### config.mk
export PLATFORM = sky130hd
export DESIGN_NAME = id_ex_stage_flat
export DESIGN_NICKNAME = d
export VERILOG_FILES = /design/src/rtl/id_ex_stage_if.sv /design/src/rtl/id_ex_stage.sv /design/src/flat_wrapper.sv
export SDC_FILE = /design/constraint.sdc
export NUM_CORES = 1
export LEC_CHECK = 0
export CAP_MARGIN = 0
export CORE_MARGIN = 8
export CORE_UTILIZATION = 40
export CTS_CLUSTER_DIAMETER = 200
export DETAILED_ROUTE_END_ITERATION = 10
export PLACE_DENSITY = 0.87
export SLEW_MARGIN = 40
export SYNTH_ARGS = -nofsm -noshare
export SYNTH_HDL_FRONTEND = slang
export SYNTH_SLANG_ARGS = --single-unit
export TNS_END_PERCENT = 50
### constraint.sdc
create_clock -name CLK -period 4.5 [get_ports CLK]
set_input_delay 0.9 -clock CLK [delete_from_list [all_inputs] [get_ports CLK]]
set_output_delay 0.9 -clock CLK [all_outputs]
set_load 0.005 [all_outputs]
### src/rtl/id_ex_stage_if.sv
// ---------------------------------------------------------------------------
// id_ex_stage_if
// Groups every decode-side, forwarding and execute-side signal of the ID/EX
// pipeline register into one bundle. Clock and reset stay outside.
//   master : drives decode fields, en/flush and the MEM/WB forwarding sources;
//            receives the ALU operands, pass-through controls and hazard_stall.
//   slave  : the id_ex_stage itself (mirror of master).
// ---------------------------------------------------------------------------
interface id_ex_stage_if;
  logic        en;
  logic        flush;

  logic [3:0]  id_aluop;
  logic [1:0]  id_alusrc;
  logic [31:0] id_rdat1;
  logic [31:0] id_rdat2;
  logic [31:0] id_imm;
  logic [4:0]  id_shamt;
  logic [4:0]  id_rs;
  logic [4:0]  id_rt;
  logic [4:0]  id_wsel;
  logic        id_regwen;
  logic        id_memread;
  logic        id_memwrite;

  logic        mem_regwen;
  logic [4:0]  mem_wsel;
  logic [31:0] mem_result;
  logic        wb_regwen;
  logic [4:0]  wb_wsel;
  logic [31:0] wb_result;

  logic [3:0]  ex_aluop;
  logic [31:0] ex_pA;
  logic [31:0] ex_pB;
  logic [31:0] ex_store_data;
  logic [4:0]  ex_wsel;
  logic        ex_regwen;
  logic        ex_memread;
  logic        ex_memwrite;
  logic        hazard_stall;

  modport master (
    output en, flush,
    output id_aluop, id_alusrc, id_rdat1, id_rdat2, id_imm, id_shamt,
    output id_rs, id_rt, id_wsel, id_regwen, id_memread, id_memwrite,
    output mem_regwen, mem_wsel, mem_result, wb_regwen, wb_wsel, wb_result,
    input  ex_aluop, ex_pA, ex_pB, ex_store_data, ex_wsel,
    input  ex_regwen, ex_memread, ex_memwrite, hazard_stall
  );

  modport slave (
    input  en, flush,
    input  id_aluop, id_alusrc, id_rdat1, id_rdat2, id_imm, id_shamt,
    input  id_rs, id_rt, id_wsel, id_regwen, id_memread, id_memwrite,
    input  mem_regwen, mem_wsel, mem_result, wb_regwen, wb_wsel, wb_result,
    output ex_aluop, ex_pA, ex_pB, ex_store_data, ex_wsel,
    output ex_regwen, ex_memread, ex_memwrite, hazard_stall
  );
endinterface

### src/rtl/id_ex_stage.sv
// ---------------------------------------------------------------------------
// id_ex_stage
// ID/EX pipeline register. Captures the decoded instruction, forwards MEM/WB
// results into the rs/rt operands, selects the ALU operands, detects load-use
// hazards (inserting a bubble) and honours flush and memory-stall hold.
// Ports:
//   CLK  : rising-edge clock
//   nRST : asynchronous active-low reset (state becomes a bubble)
//   bus  : id_ex_stage_if.slave - decode inputs, en/flush, MEM/WB forwarding
//          sources, ALU operands, pass-through controls, hazard_stall
// ---------------------------------------------------------------------------
module id_ex_stage (
  input logic          CLK,
  input logic          nRST,
  id_ex_stage_if.slave bus
);

  // All registered fields in one word so a bubble is simply '0.
  typedef struct packed {
    logic [3:0]  aluop;
    logic [1:0]  alusrc;
    logic [31:0] rdat1;
    logic [31:0] rdat2;
    logic [31:0] imm;
    logic [4:0]  shamt;
    logic [4:0]  rs;
    logic [4:0]  rt;
    logic [4:0]  wsel;
    logic        regwen;
    logic        memread;
    logic        memwrite;
  } ex_fields_t;

  ex_fields_t  state_q;
  ex_fields_t  state_d;
  ex_fields_t  id_fields;
  logic        hazard;
  logic [31:0] fwd_a;
  logic [31:0] fwd_b;

  // MEM has priority over WB; register 0 is never forwarded.
  function automatic logic [31:0] forward_src(
    input logic [4:0]  src,
    input logic [31:0] rdat,
    input logic        m_wen,
    input logic [4:0]  m_sel,
    input logic [31:0] m_res,
    input logic        w_wen,
    input logic [4:0]  w_sel,
    input logic [31:0] w_res
  );
    logic [31:0] val;
    val = rdat;
    if (m_wen && (m_sel == src) && (src != 5'd0)) begin
      val = m_res;
    end else if (w_wen && (w_sel == src) && (src != 5'd0)) begin
      val = w_res;
    end
    return val;
  endfunction

  // Gather the decode-side fields into the register layout.
  always_comb begin
    id_fields          = '0;
    id_fields.aluop    = bus.id_aluop;
    id_fields.alusrc   = bus.id_alusrc;
    id_fields.rdat1    = bus.id_rdat1;
    id_fields.rdat2    = bus.id_rdat2;
    id_fields.imm      = bus.id_imm;
    id_fields.shamt    = bus.id_shamt;
    id_fields.rs       = bus.id_rs;
    id_fields.rt       = bus.id_rt;
    id_fields.wsel     = bus.id_wsel;
    id_fields.regwen   = bus.id_regwen;
    id_fields.memread  = bus.id_memread;
    id_fields.memwrite = bus.id_memwrite;
  end

  // Load-use: the load in EX writes a register the instruction in ID reads.
  // rt is compared even for I-type instructions (conservative stall).
  always_comb begin
    hazard = state_q.memread && (state_q.wsel != 5'd0) &&
             ((state_q.wsel == bus.id_rs) || (state_q.wsel == bus.id_rt));
  end

  // Next state: flush beats hold, hold beats the load-use bubble.
  always_comb begin
    state_d = state_q;
    if (bus.flush) begin
      state_d = '0;
    end else if (!bus.en) begin
      state_d = state_q;
    end else if (hazard) begin
      state_d = '0;
    end else begin
      state_d = id_fields;
    end
  end

  // Pipeline register with asynchronous clear to a bubble.
  always_ff @(posedge CLK or negedge nRST) begin
    if (!nRST) begin
      state_q <= '0;
    end else begin
      state_q <= state_d;
    end
  end

  // Forwarding and operand select. With alusrc 10 the ALU shifts pA by pB,
  // so the rt value moves to pA and the shift amount to pB.
  always_comb begin
    fwd_a = forward_src(state_q.rs, state_q.rdat1, bus.mem_regwen, bus.mem_wsel,
                        bus.mem_result, bus.wb_regwen, bus.wb_wsel, bus.wb_result);
    fwd_b = forward_src(state_q.rt, state_q.rdat2, bus.mem_regwen, bus.mem_wsel,
                        bus.mem_result, bus.wb_regwen, bus.wb_wsel, bus.wb_result);
    case (state_q.alusrc)
      2'b01: begin
        bus.ex_pA = fwd_a;
        bus.ex_pB = state_q.imm;
      end
      2'b10: begin
        bus.ex_pA = fwd_b;
        bus.ex_pB = {27'b0, state_q.shamt};
      end
      default: begin
        bus.ex_pA = fwd_a;
        bus.ex_pB = fwd_b;
      end
    endcase
  end

  assign bus.ex_store_data = fwd_b;
  assign bus.ex_aluop      = state_q.aluop;
  assign bus.ex_wsel       = state_q.wsel;
  assign bus.ex_regwen     = state_q.regwen;
  assign bus.ex_memread    = state_q.memread;
  assign bus.ex_memwrite   = state_q.memwrite;
  assign bus.hazard_stall  = hazard;

endmodule
### src/flat_wrapper.sv
// flat-port wrapper written by rule: the top's interface ports become plain ports
module id_ex_stage_flat 
  (CLK, nRST, bus_en, bus_flush, bus_id_aluop, bus_id_alusrc, bus_id_rdat1, bus_id_rdat2, bus_id_imm, bus_id_shamt, bus_id_rs, bus_id_rt, bus_id_wsel, bus_id_regwen, bus_id_memread, bus_id_memwrite, bus_mem_regwen, bus_mem_wsel, bus_mem_result, bus_wb_regwen, bus_wb_wsel, bus_wb_result, bus_ex_aluop, bus_ex_pA, bus_ex_pB, bus_ex_store_data, bus_ex_wsel, bus_ex_regwen, bus_ex_memread, bus_ex_memwrite, bus_hazard_stall);
  id_ex_stage_if bus_i ();
  input logic CLK;
  input logic nRST;
  input wire logic [$bits(bus_i.en)-1:0] bus_en;
  input wire logic [$bits(bus_i.flush)-1:0] bus_flush;
  input wire logic [$bits(bus_i.id_aluop)-1:0] bus_id_aluop;
  input wire logic [$bits(bus_i.id_alusrc)-1:0] bus_id_alusrc;
  input wire logic [$bits(bus_i.id_rdat1)-1:0] bus_id_rdat1;
  input wire logic [$bits(bus_i.id_rdat2)-1:0] bus_id_rdat2;
  input wire logic [$bits(bus_i.id_imm)-1:0] bus_id_imm;
  input wire logic [$bits(bus_i.id_shamt)-1:0] bus_id_shamt;
  input wire logic [$bits(bus_i.id_rs)-1:0] bus_id_rs;
  input wire logic [$bits(bus_i.id_rt)-1:0] bus_id_rt;
  input wire logic [$bits(bus_i.id_wsel)-1:0] bus_id_wsel;
  input wire logic [$bits(bus_i.id_regwen)-1:0] bus_id_regwen;
  input wire logic [$bits(bus_i.id_memread)-1:0] bus_id_memread;
  input wire logic [$bits(bus_i.id_memwrite)-1:0] bus_id_memwrite;
  input wire logic [$bits(bus_i.mem_regwen)-1:0] bus_mem_regwen;
  input wire logic [$bits(bus_i.mem_wsel)-1:0] bus_mem_wsel;
  input wire logic [$bits(bus_i.mem_result)-1:0] bus_mem_result;
  input wire logic [$bits(bus_i.wb_regwen)-1:0] bus_wb_regwen;
  input wire logic [$bits(bus_i.wb_wsel)-1:0] bus_wb_wsel;
  input wire logic [$bits(bus_i.wb_result)-1:0] bus_wb_result;
  output wire logic [$bits(bus_i.ex_aluop)-1:0] bus_ex_aluop;
  output wire logic [$bits(bus_i.ex_pA)-1:0] bus_ex_pA;
  output wire logic [$bits(bus_i.ex_pB)-1:0] bus_ex_pB;
  output wire logic [$bits(bus_i.ex_store_data)-1:0] bus_ex_store_data;
  output wire logic [$bits(bus_i.ex_wsel)-1:0] bus_ex_wsel;
  output wire logic [$bits(bus_i.ex_regwen)-1:0] bus_ex_regwen;
  output wire logic [$bits(bus_i.ex_memread)-1:0] bus_ex_memread;
  output wire logic [$bits(bus_i.ex_memwrite)-1:0] bus_ex_memwrite;
  output wire logic [$bits(bus_i.hazard_stall)-1:0] bus_hazard_stall;
  assign bus_i.en = bus_en;
  assign bus_i.flush = bus_flush;
  assign bus_i.id_aluop = bus_id_aluop;
  assign bus_i.id_alusrc = bus_id_alusrc;
  assign bus_i.id_rdat1 = bus_id_rdat1;
  assign bus_i.id_rdat2 = bus_id_rdat2;
  assign bus_i.id_imm = bus_id_imm;
  assign bus_i.id_shamt = bus_id_shamt;
  assign bus_i.id_rs = bus_id_rs;
  assign bus_i.id_rt = bus_id_rt;
  assign bus_i.id_wsel = bus_id_wsel;
  assign bus_i.id_regwen = bus_id_regwen;
  assign bus_i.id_memread = bus_id_memread;
  assign bus_i.id_memwrite = bus_id_memwrite;
  assign bus_i.mem_regwen = bus_mem_regwen;
  assign bus_i.mem_wsel = bus_mem_wsel;
  assign bus_i.mem_result = bus_mem_result;
  assign bus_i.wb_regwen = bus_wb_regwen;
  assign bus_i.wb_wsel = bus_wb_wsel;
  assign bus_i.wb_result = bus_wb_result;
  assign bus_ex_aluop = bus_i.ex_aluop;
  assign bus_ex_pA = bus_i.ex_pA;
  assign bus_ex_pB = bus_i.ex_pB;
  assign bus_ex_store_data = bus_i.ex_store_data;
  assign bus_ex_wsel = bus_i.ex_wsel;
  assign bus_ex_regwen = bus_i.ex_regwen;
  assign bus_ex_memread = bus_i.ex_memread;
  assign bus_ex_memwrite = bus_i.ex_memwrite;
  assign bus_hazard_stall = bus_i.hazard_stall;
  id_ex_stage u_core (.CLK(CLK), .nRST(nRST), .bus(bus_i));
endmodule
==> results of run 1 <==
[sequential cells by signal, indices dropped and copies added (netlist names)]
name,cells
u_core.bus.ex_memwrite,1
u_core.state_q,113
u_core.bus.ex_aluop,4
u_core.bus.ex_regwen,1
u_core.bus.ex_memread,1
u_core.bus.ex_wsel,5
[cells in the mapped netlist, types with 2 or more instances]
| cell type | count | share of area (%) |
|---|---|---|
| dfrtp_1 | 125 | 43 |
| o211ai_2 | 2 | 0.34 |
| buf_2 | 10 | 0.69 |
| a31oi_2 | 20 | 3.4 |
| nor3_1 | 33 | 2.3 |
| clkbuf_1 | 66 | 3.4 |
| clkbuf_2 | 3 | 0.21 |
| inv_1 | 4 | 0.21 |
| nor2_1 | 7 | 0.36 |
| nand2_1 | 3 | 0.15 |
| a22oi_1 | 5 | 0.51 |
| xnor2_1 | 26 | 3.1 |
| nand3_1 | 97 | 6.7 |
| ha_1 | 2 | 0.34 |
| xor2_1 | 4 | 0.48 |
| a21o_1 | 5 | 0.51 |
| buf_4 | 11 | 1.1 |
| and4_1 | 2 | 0.24 |
| nand4_1 | 5 | 0.43 |
| a22o_1 | 183 | 22 |
| o21a_1 | 31 | 3.2 |
| o211a_1 | 3 | 0.41 |
| o21ai_0 | 63 | 4.3 |
| a31oi_1 | 12 | 1.0 |
| buf_6 | 2 | 0.31 |
[worst paths after layout]
| check | startpoint | end | cells after the start |
|---|---|---|---|
| worst max-delay path | bus_mem_wsel[2] | bus_ex_pB[8] | 9 |
| worst min-delay path | nRST | u_core.state_q[26]$_DFFE_PN0P_ | 1 |
| worst max register to register | u_core.bus.ex_wsel[4]$_DFFE_PN0P_ | u_core.state_q[41]$_DFFE_PN0P_ | 6 |
| worst min register to register | u_core.state_q[79]$_DFFE_PN0P_ | u_core.state_q[79]$_DFFE_PN0P_ | 1 |
| max in group asynchronous | nRST | u_core.state_q[104]$_DFFE_PN0P_ | 2 |
| min in group CLK | u_core.state_q[79]$_DFFE_PN0P_ | u_core.state_q[79]$_DFFE_PN0P_ | 1 |
[cells by family after synthesis]
logic type | count (synthesis) | share of synthesized area, %
flip-flops | 125 | 42.9
AND/OR/NAND/NOR | 153 | 10.7
adder cells (fa/ha/maj) | 2 | 0.343
XOR/XNOR | 30 | 3.60
AO/OA/AOI/OAI | 329 | 36.4
multiplexers | 1 | 0.154
buffers and inverters | 97 | 5.98
[per-layer routing]
layer / up-vias / global-route usage (%)
met5: - / 0
met2: 568 / 43.8
met3: 86 / 8.31
li1: 3422 / -
met1: 3865 / 37.1
met4: 0 / 14.3
[area by class of cell]
type	count	area, µm²	area share (%)
diodes	3	7.51	0.0665
clock buffers	20	457	4.05
clock inverters	12	161	1.43
inverters	4	15.0	0.133
multi-input cells	515	3790	33.6
flip-flops and latches	125	3130	27.7
well taps	229	287	2.54
repair buffers	346	3440	30.5
[worst max-delay path, cell delays in order]
cell and delay, ps:
clkdlybuf4s50_1 550, xnor2_1 160, nand4_1 150, or2_2 340
buf_4 270, a31oi_4 280, buf_4 190, a22o_1 130
clkdlybuf4s50_1 500
[through the flow]
step | hold WS [ps] | cells
2_1_floorplan | 466 | 737
3_3_place_gp | 481 | 1219
3_5_place_dp | 486 | 1219
4_1_cts | 503 | 1251
5_1_grt | 518 | 1253
6_report | 489 | 1254
[power breakdown]
group	switching [mW]	internal, mW	total [mW]
sequential	0.0542	1.19	1.24
combinational	0.394	0.459	0.852
clock	0.550	0.907	1.46
[cell usage in the layout, fill, tap and decap left out, types with 4 or more instances in the layout]
cell type | netlist | layout
xnor2_1 | 26 | 26
buf_12 | 0 | 5
a22oi_1 | 5 | 5
xor2_1 | 4 | 4
o21a_1 | 31 | 31
clkdlybuf4s50_1 | 0 | 312
o21ai_0 | 63 | 63
clkbuf_16 | 0 | 17
nand4_1 | 5 | 5
dfrtp_1 | 125 | 125
nand3_1 | 97 | 97
nor3_1 | 33 | 33
a22o_1 | 183 | 183
a31oi_2 | 20 | 19
buf_4 | 11 | 28
inv_1 | 4 | 4
a21o_1 | 5 | 5
nor2_1 | 7 | 6
a31oi_1 | 12 | 12
[timing repair]
item | in CTS | in global routing
setup endpoints to repair | 0 | 1
buffers inserted | 0 | 0
resized for setup | 0 | 1
==> impl_metrics.ini, run 1 <==
[synth]
yosysSeqAreaShare_pct = 42.9
ys_warn_count = 0
synth_edf_count = 0
syn_area_mm2 = 0.00730
synthFlopType = dfrtp_1
avgSynthCellArea_um2 = 9.90
synth-seq-cells = 125
synth.distinct_cells = 38
synth_fp_nets = 944
syn_inst = 737
postSynth.asyncResetShare_pct = 100

[floorplan]
rows = 49
core_area_mm2 = 0.0180
dieArea_mm2 = 0.0228
ioPinCount = 314
die_w_um = 151
fp.dieH_um = 151
initial_core_util_pct = 40.6

[grt]
grt_pass1_vias = 8025
track_usage_pct = 28.9
grt_pass1_wl_um = 49900
antenna_found_initial = 2
grt_overflow = 0
grt_max_degree = 117

[cts]
cts-root-buf = clkbuf_16
clockBufferDepth = 2
clkSinkCount = 125
cts_tree = yes
cts_made_buffers = 17
hold_buffers = 0
clk_latency_ps = 410
htree_levels = 4
clk_pin_slew_ps = 60

[cells_and_area]
final_core_util_pct = 62.8
area_growth_pct = 54.6
fin_area_mm2 = 0.0113
fin_nets = 1216
drive_gt1_share_pct = 9.30
fillCellCount = 1461

[run]
maxCapViolations = 0

[pwr]
p_leak_nw = 4.64
p_per_area_mw_per_mm2 = 315
power_mw = 3.55
irDropWorstVdd_mv = 0.245

[timing]
hold_violations = 0
fmax_mhz = 228
tightest_slew_ps = 803
finalCritPeriodShare_pct = 97.6
rsz0062_at_grt = false
fin_crit_ps = 4390
finalWorstSetupSlack_ps = 110
max_slew_margin_pct = 46.5
skew_ps = 8.02
setup_violations = 0
drv_slew = 0
final.setup.tns_ps = 0

[drt]
first_pass_iters = 5
dr_wl_met3_um = 4230
wl_um = 34000
via_count = 7941
drtIter0Drc = 968
wl_per_cell_um = 27.1
antenna_left = 0
wl_met2_um = 15400
top_layer_used = met4
via_per_inst = 6.33
wl_met1_um = 13000
drc = 0

[worst_setup_path]
critPathKind = in -> out
critPathMaxFanout = 24
cp.arrival_ps = 3490
startpoint_type = input pin
worst_setup_path_end_kind = primary output
ff2ff_setup_slack_ps = 2140
cp.required_ps = 3600

[placement]
io_buffers = 313
placed_area_mm2 = 0.0107
place_ws_ps = 80.9
post-dp-hpwl_um = 24100
gp_congestion = 0.964

[run_status]
status = completed

[worst_hold_path]
hold_class = in -> async
(Power assumes the default switching activity.)
==> run 2: changes to the inputs <==
Settings changed: TNS_END_PERCENT 50 to 10.
==> results of run 2 <==
Final layout, timing and power as in run 1 (identical DEF).
==> run 3: changes to the inputs <==
Settings changed: CORE_MARGIN 8 to 5.
==> run 3 against run 2 <==
Compared with the run above:
- global-route usage up 0.25 points
- non-clock buffer count down 4
- highest routed layer unchanged
- critical path type unchanged
- sequential power about the same
- total power up 0.93%
- register-to-register slack better by 140 ps
==> impl_metrics.ini, run 3 (same netlist as run 1, synthesis figures left out) <==
[run_status]
status = completed

[pwr]
power_frac_comb_pct = 23.4
p_leak_nw = 4.65
sequentialPowerShare_pct = 34.6
power_switching_mw = 1.00
sw_frac_of_total_pct = 27.9
power_frac_clock_pct = 42.0
p_per_area_mw_per_mm2 = 318
p_int_mw = 2.58
irDropWorstVdd_mv = 0.252

[drt]
drtIter0Drc = 852
antenna_left = 0
via_count = 7827
wl_per_cell_um = 25.5
wl_um = 31900
drc = 0
via_per_inst = 6.26
first_pass_iters = 6

[floorplan]
ioPinCount = 314
initial_core_util_pct = 40.6
core_area_mm2 = 0.0180
dieArea_mm2 = 0.0210
fp.dieH_um = 145
die_w_um = 145
rows = 49

[timing]
drv_slew = 0
setup_violations = 0
rsz0062_at_grt = false
final.setup.tns_ps = 0
finalCritPeriodShare_pct = 95.1
tightest_slew_ps = 820
skew_ps = 7.74
max_slew_margin_pct = 45.0
fmax_mhz = 234
hold_violations = 0
fin_crit_ps = 4280

[grt]
grt_pass1_wl_um = 48700
grt_max_degree = 126
grt_pass1_vias = 7892
antenna_found_initial = 3
track_usage_pct = 29.2
grt_overflow = 0

[cts]
cts_resized = 0
cts_tree = yes
clk_pin_slew_ps = 60
clkSinkCount = 125
cts-root-buf = clkbuf_16
hold_buffers = 0
clockBufferDepth = 2
htree_levels = 4
cts_made_buffers = 17
clk_latency_ps = 420
post-cts-setup-buffer-count = 0

[worst_setup_path]
critical_path.most_common_cell = clkdlybuf4s50_1
cp_top_family = buffers and inverters
critPathKind = in -> out
cp_slowest_cell = clkdlybuf4s50_1
max_stage_delay_ps = 510
startpoint_type = input pin
critPathMaxFanout = 34
worst_setup_path_end_kind = primary output
cp.arrival_ps = 3380
path_cells = clkdlybuf4s50_1 -> xnor2_1 -> o211ai_4 -> or2_2 -> buf_12 -> a31oi_2 -> a22o_1 -> clkdlybuf4s50_1
cp.depth = 8
reg2regPathDepth = 6
critPathBufInv = 3
cp.required_ps = 3600

[cells_and_area]
layout_common_cells = 312 x clkdlybuf4s50_1, 183 x a22o_1, 125 x dfrtp_1
final_core_util_pct = 62.8
area_growth_pct = 54.6
largest_register_ffs = 113
fin_area_mm2 = 0.0113
top_register = u_core.state_q
mostFrequentLayoutCell = clkdlybuf4s50_1
drive_gt1_share_pct = 9.04
fillCellCount = 1484
fin_nets = 1212

[placement]
io_buffers = 313
post-dp-hpwl_um = 22700
placed_area_mm2 = 0.0106
gp_congestion = 0.939

[run]
maxCapViolations = 0

[worst_hold_path]
hold_class = in -> async
run 3: metal layers:
layer	vias to the layer above	wire length (µm)	track usage, %
met4	0	1390	12.9
met5	-	0	0
met1	3843	12700	39.4
li1	3417	-	-
met3	86	3120	7.02
met2	481	14600	44.7
run 3: worst register-to-register path: stages (launching register included):
cell	delay (ps)
dfrtp_1	450
xnor2_1	160
nand3_1	100
o22ai_1	150
a311oi_4	310
buf_4	660
a22o_1	320
run 3: layout make-up:
class | count | area (µm²) | area share (%)
clock inverters | 15 | 208 | 1.84
multi-input cells | 515 | 3780 | 33.5
repair buffers | 342 | 3440 | 30.5
inverters | 4 | 15.0 | 0.133
clock buffers | 17 | 425 | 3.77
flip-flops and latches | 125 | 3130 | 27.7
well taps | 229 | 287 | 2.54
diodes | 3 | 7.51 | 0.0665
run 3: power groups by stage:
stage | combinational [mW] | sequential, mW | clock [mW]
after global placement | 0.825 | 1.26 | 0
final | 0.839 | 1.24 | 1.50
after CTS | 0.838 | 1.24 | 1.52
after detailed placement | 0.834 | 1.26 | 0
after floorplan | 0.336 | 1.24 | 0
after global routing | 0.888 | 1.25 | 1.58
run 3: final timing paths:
kind / startpoint / endpoint / slack, ps
max: bus_mem_wsel[1] / bus_ex_pA[7] / 220
min reg2reg: u_core.state_q[75]$_DFFE_PN0P_ / u_core.state_q[75]$_DFFE_PN0P_ / 500
max reg2reg: u_core.bus.ex_wsel[0]$_DFFE_PN0P_ / u_core.state_q[62]$_DFFE_PN0P_ / 2280
max in group asynchronous: nRST / u_core.bus.ex_memwrite$_DFFE_PN0P_ / 3120
min: nRST / u_core.state_q[26]$_DFFE_PN0P_ / 490
min in group CLK: u_core.state_q[75]$_DFFE_PN0P_ / u_core.state_q[75]$_DFFE_PN0P_ / 500
run 3: metrics by stage:
stage          setup slack (ps)  total power [mW]  hold WS [ps]  std cells
2_1_floorplan              1340              1.57           466        737
3_3_place_gp                268              2.08           481       1215
3_5_place_dp                204              2.09           487       1215
4_1_cts                     195              3.60           505       1247
5_1_grt                     117              3.72           511       1250
6_report                    221              3.58           489       1250
